$ cat src/rtl/tournament_selector.sv
// Tournament selector: draws pseudo-random cache address pairs, keeps the lowest-error
// individual across Rounds pair-draws and offers the winner over a valid/ready handshake.
module tournament_selector #(
    parameter int unsigned IndividualWidth = 32,
    parameter int unsigned AddressWidth    = 6,
    parameter int unsigned ErrorWidth      = 32,
    parameter int unsigned Rounds          = 1,
    parameter logic [31:0] Seed            = 32'h1
) (
    input  logic                       clk,
    input  logic                       rst,
    input  logic                       enable,
    output logic [AddressWidth-1:0]    addrIndividual1,
    output logic [AddressWidth-1:0]    addrIndividual2,
    input  logic [IndividualWidth-1:0] inIndividual1,
    input  logic [ErrorWidth-1:0]      inError1,
    input  logic [IndividualWidth-1:0] inIndividual2,
    input  logic [ErrorWidth-1:0]      inError2,
    output logic [IndividualWidth-1:0] outParent,
    output logic [ErrorWidth-1:0]      outError,
    output logic [AddressWidth-1:0]    outAddr,
    output logic                       outValid,
    input  logic                       outReady
);
    localparam int unsigned RoundWidth = $clog2(Rounds + 1);
    localparam logic [31:0] LfsrTaps   = 32'h8020_0003;
    localparam logic [31:0] SeedInit   = (Seed == 32'h0) ? 32'h1 : Seed;
    localparam logic [RoundWidth-1:0] RoundLast = RoundWidth'(Rounds);

    typedef enum logic [1:0] {IDLE, FETCH, COMPARE, OFFER} state_e;

    state_e                     state_q, state_d;
    logic [31:0]                lfsr_q, lfsr_d;
    logic [RoundWidth-1:0]      round_q, round_d;
    logic [AddressWidth-1:0]    addr1_q, addr1_d, addr2_q, addr2_d;
    logic [IndividualWidth-1:0] cand_ind1_q, cand_ind1_d, cand_ind2_q, cand_ind2_d;
    logic [ErrorWidth-1:0]      cand_err1_q, cand_err1_d, cand_err2_q, cand_err2_d;
    logic [IndividualWidth-1:0] champ_ind_q, champ_ind_d;
    logic [ErrorWidth-1:0]      champ_err_q, champ_err_d;
    logic [AddressWidth-1:0]    champ_addr_q, champ_addr_d;
    logic [IndividualWidth-1:0] out_parent_q, out_parent_d;
    logic [ErrorWidth-1:0]      out_error_q, out_error_d;
    logic [AddressWidth-1:0]    out_addr_q, out_addr_d;
    logic                       out_valid_q, out_valid_d;

    logic [AddressWidth-1:0]    pair_addr1, pair_addr2;
    logic [31:0]                lfsr_step;
    logic [IndividualWidth-1:0] win_ind, best_ind;
    logic [ErrorWidth-1:0]      win_err, best_err;
    logic [AddressWidth-1:0]    win_addr, best_addr;
    logic [RoundWidth-1:0]      round_inc;
    logic                       load_pair;

    // Next address pair and LFSR successor, both derived from the pre-step value
    always_comb begin
        pair_addr1 = lfsr_q[AddressWidth-1:0];
        pair_addr2 = lfsr_q[2*AddressWidth-1:AddressWidth];
        if (pair_addr2 == pair_addr1) begin
            pair_addr2 = pair_addr1 + AddressWidth'(1);
        end
        lfsr_step = {1'b0, lfsr_q[31:1]} ^ (lfsr_q[0] ? LfsrTaps : 32'h0);
    end

    // Pair winner (ties keep port 1) and champion update (first round always takes it)
    always_comb begin
        if (cand_err2_q < cand_err1_q) begin
            win_ind  = cand_ind2_q;
            win_err  = cand_err2_q;
            win_addr = addr2_q;
        end else begin
            win_ind  = cand_ind1_q;
            win_err  = cand_err1_q;
            win_addr = addr1_q;
        end
        if ((round_q == '0) || (win_err < champ_err_q)) begin
            best_ind  = win_ind;
            best_err  = win_err;
            best_addr = win_addr;
        end else begin
            best_ind  = champ_ind_q;
            best_err  = champ_err_q;
            best_addr = champ_addr_q;
        end
        round_inc = round_q + RoundWidth'(1);
    end

    // Next-state and register-input logic
    always_comb begin
        state_d      = state_q;
        lfsr_d       = lfsr_q;
        round_d      = round_q;
        addr1_d      = addr1_q;
        addr2_d      = addr2_q;
        cand_ind1_d  = cand_ind1_q;
        cand_err1_d  = cand_err1_q;
        cand_ind2_d  = cand_ind2_q;
        cand_err2_d  = cand_err2_q;
        champ_ind_d  = champ_ind_q;
        champ_err_d  = champ_err_q;
        champ_addr_d = champ_addr_q;
        out_parent_d = out_parent_q;
        out_error_d  = out_error_q;
        out_addr_d   = out_addr_q;
        out_valid_d  = out_valid_q;
        load_pair    = 1'b0;

        case (state_q)
            IDLE: begin
                if (enable) begin
                    load_pair = 1'b1;
                    state_d   = FETCH;
                end
            end
            FETCH: begin
                cand_ind1_d = inIndividual1;
                cand_err1_d = inError1;
                cand_ind2_d = inIndividual2;
                cand_err2_d = inError2;
                state_d     = COMPARE;
            end
            COMPARE: begin
                champ_ind_d  = best_ind;
                champ_err_d  = best_err;
                champ_addr_d = best_addr;
                if (round_inc == RoundLast) begin
                    round_d      = '0;
                    out_parent_d = best_ind;
                    out_error_d  = best_err;
                    out_addr_d   = best_addr;
                    out_valid_d  = 1'b1;
                    state_d      = OFFER;
                end else begin
                    round_d   = round_inc;
                    load_pair = 1'b1;
                    state_d   = FETCH;
                end
            end
            OFFER: begin
                if (outReady) begin
                    out_valid_d = 1'b0;
                    if (enable) begin
                        load_pair = 1'b1;
                        state_d   = FETCH;
                    end else begin
                        state_d = IDLE;
                    end
                end
            end
            default: state_d = IDLE;
        endcase

        if (load_pair) begin
            addr1_d = pair_addr1;
            addr2_d = pair_addr2;
            lfsr_d  = lfsr_step;
        end
    end

    always_ff @(posedge clk) begin
        if (!rst) begin
            state_q      <= IDLE;
            lfsr_q       <= SeedInit;
            round_q      <= '0;
            addr1_q      <= '0;
            addr2_q      <= '0;
            cand_ind1_q  <= '0;
            cand_err1_q  <= '0;
            cand_ind2_q  <= '0;
            cand_err2_q  <= '0;
            champ_ind_q  <= '0;
            champ_err_q  <= '0;
            champ_addr_q <= '0;
            out_parent_q <= '0;
            out_error_q  <= '0;
            out_addr_q   <= '0;
            out_valid_q  <= 1'b0;
        end else begin
            state_q      <= state_d;
            lfsr_q       <= lfsr_d;
            round_q      <= round_d;
            addr1_q      <= addr1_d;
            addr2_q      <= addr2_d;
            cand_ind1_q  <= cand_ind1_d;
            cand_err1_q  <= cand_err1_d;
            cand_ind2_q  <= cand_ind2_d;
            cand_err2_q  <= cand_err2_d;
            champ_ind_q  <= champ_ind_d;
            champ_err_q  <= champ_err_d;
            champ_addr_q <= champ_addr_d;
            out_parent_q <= out_parent_d;
            out_error_q  <= out_error_d;
            out_addr_q   <= out_addr_d;
            out_valid_q  <= out_valid_d;
        end
    end

    assign addrIndividual1 = addr1_q;
    assign addrIndividual2 = addr2_q;
    assign outParent       = out_parent_q;
    assign outError        = out_error_q;
    assign outAddr         = out_addr_q;
    assign outValid        = out_valid_q;
endmodule

$ cat config.mk
export PLATFORM = sky130hd
export DESIGN_NAME = tournament_selector
export DESIGN_NICKNAME = d
export VERILOG_FILES = /design/src/rtl/tournament_selector.sv
export SDC_FILE = /design/constraint.sdc
export NUM_CORES = 1
export LEC_CHECK = 0
export CAP_MARGIN = 20
export CORE_UTILIZATION = 35
export CTS_CLUSTER_DIAMETER = 80
export CTS_CLUSTER_SIZE = 30
export DETAILED_ROUTE_END_ITERATION = 6
export PLACE_DENSITY = 0.67
export SETUP_SLACK_MARGIN = 0.15
export SLEW_MARGIN = 30
export SYNTH_ARGS = -nofsm -noshare
export SYNTH_HDL_FRONTEND = slang
export SYNTH_SLANG_ARGS = --single-unit
$ cat constraint.sdc
create_clock -name clk -period 2.25 [get_ports clk]
set_clock_uncertainty 0.15 [all_clocks]
set_input_delay 0.3375 -clock clk [delete_from_list [all_inputs] [get_ports clk]]
set_output_delay 0.3375 -clock clk [all_outputs]
set_load 0.01 [all_outputs]
==> flow_metrics.py <==
metrics = {
    "clocking": {
        "cts_tree": "built",
        "htreeDepth": 1,
        "path_clk_slew_ns": 0.11,
        "clk_path_buf_depth": 3,
        "cts_buffers": 14,
        "cts_num_sinks": 241,
        "cts-root-buf": "clkbuf_16",
        "clk_latency_ns": 0.50,
        "ctsHoldBuffers": 0,
    },
    "placement": {
        "port_buffers": 214,
        "dp_hpwl_um": 21200,
        "pre_cts_slack_ns": -0.396,
        "globalplace.congestion": 0.824,
        "placed_cells": 1765,
    },
    "floorplanning": {
        "dieArea_sq_um": 31000,
        "row_count": 63,
        "chipHeight_um": 176,
        "core_sq_um": 29700,
        "io-pin-count": 215,
        "start_util_pct": 35.7,
        "fp.dieW_um": 176,
    },
    "worst_setup_path": {
        "crit_top_cell": "buf_4",
        "timing.critical_path.buf_inv": 6,
        "start_kind": "register",
        "worst-setup-path-type": "reg2reg",
        "crit_path_end_kind": "register",
        "crit_slowest_cell": "dfxtp_2",
        "cpPeakStageDelay_ns": 0.35,
        "crit_family": "buffers and inverters",
        "crit_chain": "inv_1 -> ha_4 -> nand4_1 -> buf_4 -> nor4_4 -> buf_4 -> o31ai_4 -> buf_6 -> buf_4 -> clkbuf_16 -> nand4_1 -> a31oi_1",
        "cp_data_required_time_ns": 2.48,
        "crit_path_max_fanout": 5,
        "worstPathArrival_ns": 2.73,
    },
    "timing": {
        "rsz0062_at_grt": "yes",
        "slew_headroom_pct": 59.5,
        "hold_viol": 0,
        "post-route-period-util_pct": 111,
        "timing.fmax_mhz": 399,
        "min_period_ns": 2.50,
        "setup_violations": 70,
        "tightest_slew_ns": 0.608,
        "layout_setup_ws_ns": -0.253,
        "holdWs_ns": 0.194,
        "maxSlewViolCount": 0,
    },
    "detailed_routing": {
        "num_vias": 9827,
        "drc": 0,
        "postRouteAntennaNets": 0,
        "drt-total-wl_um": 34800,
        "wl_per_cell_um": 19.2,
        "first_pass_iters": 5,
        "post_drt_via_cell_ratio": 5.41,
        "drt_iter0_drc": 864,
    },
    "global_routing": {
        "grt_max_degree": 65,
        "use_met3_pct": 3.04,
        "grt-ovfl-total": 0,
        "antenna_found_initial": 0,
        "grt_pass1_wl_um": 51200,
        "met1_usage_pct": 29.1,
        "grtUsageMet2_pct": 33.4,
        "gr-usage-all-layers_pct": 20.8,
        "grt_pass1_vias": 9320,
        "top_usage_layer": "met2",
    },
    "hold_path": {
        "hp-class": "in2reg",
    },
    "logic_synthesis": {
        "synthArstFlopShare_pct": 0,
        "syn_area_sq_um": 10600,
        "synth_top_cell_by_area": "dfxtp_1",
        "synth_cells": 1169,
        "synth.top_cells.by_count": "241 x dfxtp_1, 136 x nor2_1, 131 x mux2i_1, 78 x o21ai_0",
        "ys_warn_count": 0,
        "ys_types": 38,
        "syn_area_per_cell_sq_um": 9.08,
        "synthTopCellsByArea": "dfxtp_1 45%, mux2i_1 12%, o31ai_1 4.9%",
        "synth_edf_count": 0,
        "synth_fp_nets": 1338,
        "synth_ff_type": "dfxtp_1",
        "ys_seq_area_share_pct": 45.4,
        "synth.most_common_cell": "dfxtp_1",
        "ys_ff_latch": 241,
        "synth.top_cell.area_share_pct": 45.4,
    },
    "layout": {
        "drive_gt1_share_pct": 17.4,
        "post-route-util_pct": 51.0,
        "area_delta_synth_final_pct": 42.7,
        "stdcell_count": 1817,
        "nets": 1589,
        "antenna_cells": 0,
        "num-fill-cells": 2729,
        "final-seq-area_sq_um": 4850,
        "multi_input_area_sq_um": 5490,
    },
    "run": {
        "drv_cap": 0,
    },
    "power": {
        "ir_drop_mv": 0.904,
        "p_leak_uw": 0.00571,
        "power_density_nw_per_um2": 1330,
    },
    "outcome": {
        "violations": "setup timing",
        "status": "finished with violations",
    },
}
==> metal layers <==
| metal | vias to the layer above | routed length (um) |
|---|---|---|
| li1 | 4696 | - |
| met1 | 4736 | 15300 |
| met2 | 343 | 16100 |
| met3 | 52 | 2540 |
| met4 | 0 | 864 |
| met5 | - | 0 |
==> flip-flops by register name, summed over array words and instances (netlist names) <==
name and count:
addrIndividual1 3, addrIndividual2 6, cand_err1_q 32, cand_err2_q 32, cand_ind1_q 32, cand_ind2_q 32
lfsr_q 31, outAddr 6, outError 32, outParent 32, outValid 1, state_q 2
==> kinds of logic after synthesis <==
kind of cell | count (synthesis) | synth area share (%)
fa+ha+maj | 37 | 4.36
simple gates | 309 | 13.2
compound gates | 285 | 16.6
xor+xnor | 12 | 0.990
buf+inv | 154 | 7.11
mux | 131 | 12.3
flops | 241 | 45.4
==> worst paths after layout <==
kind	cells past startpoint	end	slack [ns]	start
max reg2reg	12	outParent[29]$_SDFFE_PN0P_	-0.25	cand_err1_q[29]$_SDFFE_PN0N_
min reg2reg	2	lfsr_q[29]$_SDFFE_PN0P_	0.31	lfsr_q[30]$_SDFFE_PN0P_
max	12	outParent[29]$_SDFFE_PN0P_	-0.25	cand_err1_q[29]$_SDFFE_PN0N_
min	3	lfsr_q[0]$_SDFFE_PN1P_	0.19	rst
==> cell type report <==
class / count / area share, %
inverter: 38 / 0.958
timing repair buffer: 351 / 24.4
multi-input combinational: 774 / 36.2
sequential: 241 / 32.0
clock buffer: 16 / 2.50
clock inverter: 7 / 0.719
tap: 390 / 3.22
==> what timing repair did <==
item,4_1_cts,5_1_grt
hold endpoints to repair,0,0
buffers inserted,9,6
gates cloned,5,9
endpoints found under the setup margin,71,96
pin swaps,56,38
resized for setup,45,58
==> metrics by stage <==
step,cell area [sq um],total power [uW],TNS (ns)
after floorplan,10600,11300,-5.23
after global placement,13700,14800,-24.76
after detailed placement,13700,14900,-23.48
after CTS,14600,18800,-13.11
after global routing,15100,21200,-20.92
final,15100,20200,-13.44
==> layout by cell type, fill, tap and decap left out, drive strengths merged, types with 2 or more instances in the layout <==
cell           netlist  routed
or3                  2       2
a211oi               6       6
buf                 42     129
xor2                 5       5
nand3                4       4
a31oi               70      70
clkinv               0       3
nor3                 3       3
dfxtp              241     241
nand2               77      77
nor2               136     136
a21oi               48      48
clkdlybuf4s50        0     211
mux2i              131     131
xnor2                7       7
ha                  37      37
nor4                 2       2
nor2b                4       4
o21ai               78      78
dlymetal6s2s         0       2
clkbuf              74      24
o211ai               5       5
nand2b               2       2
inv                 38      40
nand4               77      77
o31ai               71      71
==> where the power goes <==
part / internal, uW / total [uW] / switching [uW]
sequential: 5300 / 5940 / 633
clock: 1400 / 3010 / 1610
combinational: 5180 / 11300 / 6090
==> worst register-to-register path, stage by stage (launching register included) <==
cell and delay [ns]:
dfxtp_2 0.35, inv_1 0.06, ha_4 0.26, nand4_1 0.17, buf_4 0.21, nor4_4 0.29
buf_4 0.18, o31ai_4 0.07, buf_6 0.15, buf_4 0.16, clkbuf_16 0.16, nand4_1 0.09
a31oi_1 0.09
No activity file was read; power rests on OpenSTA's default activity.
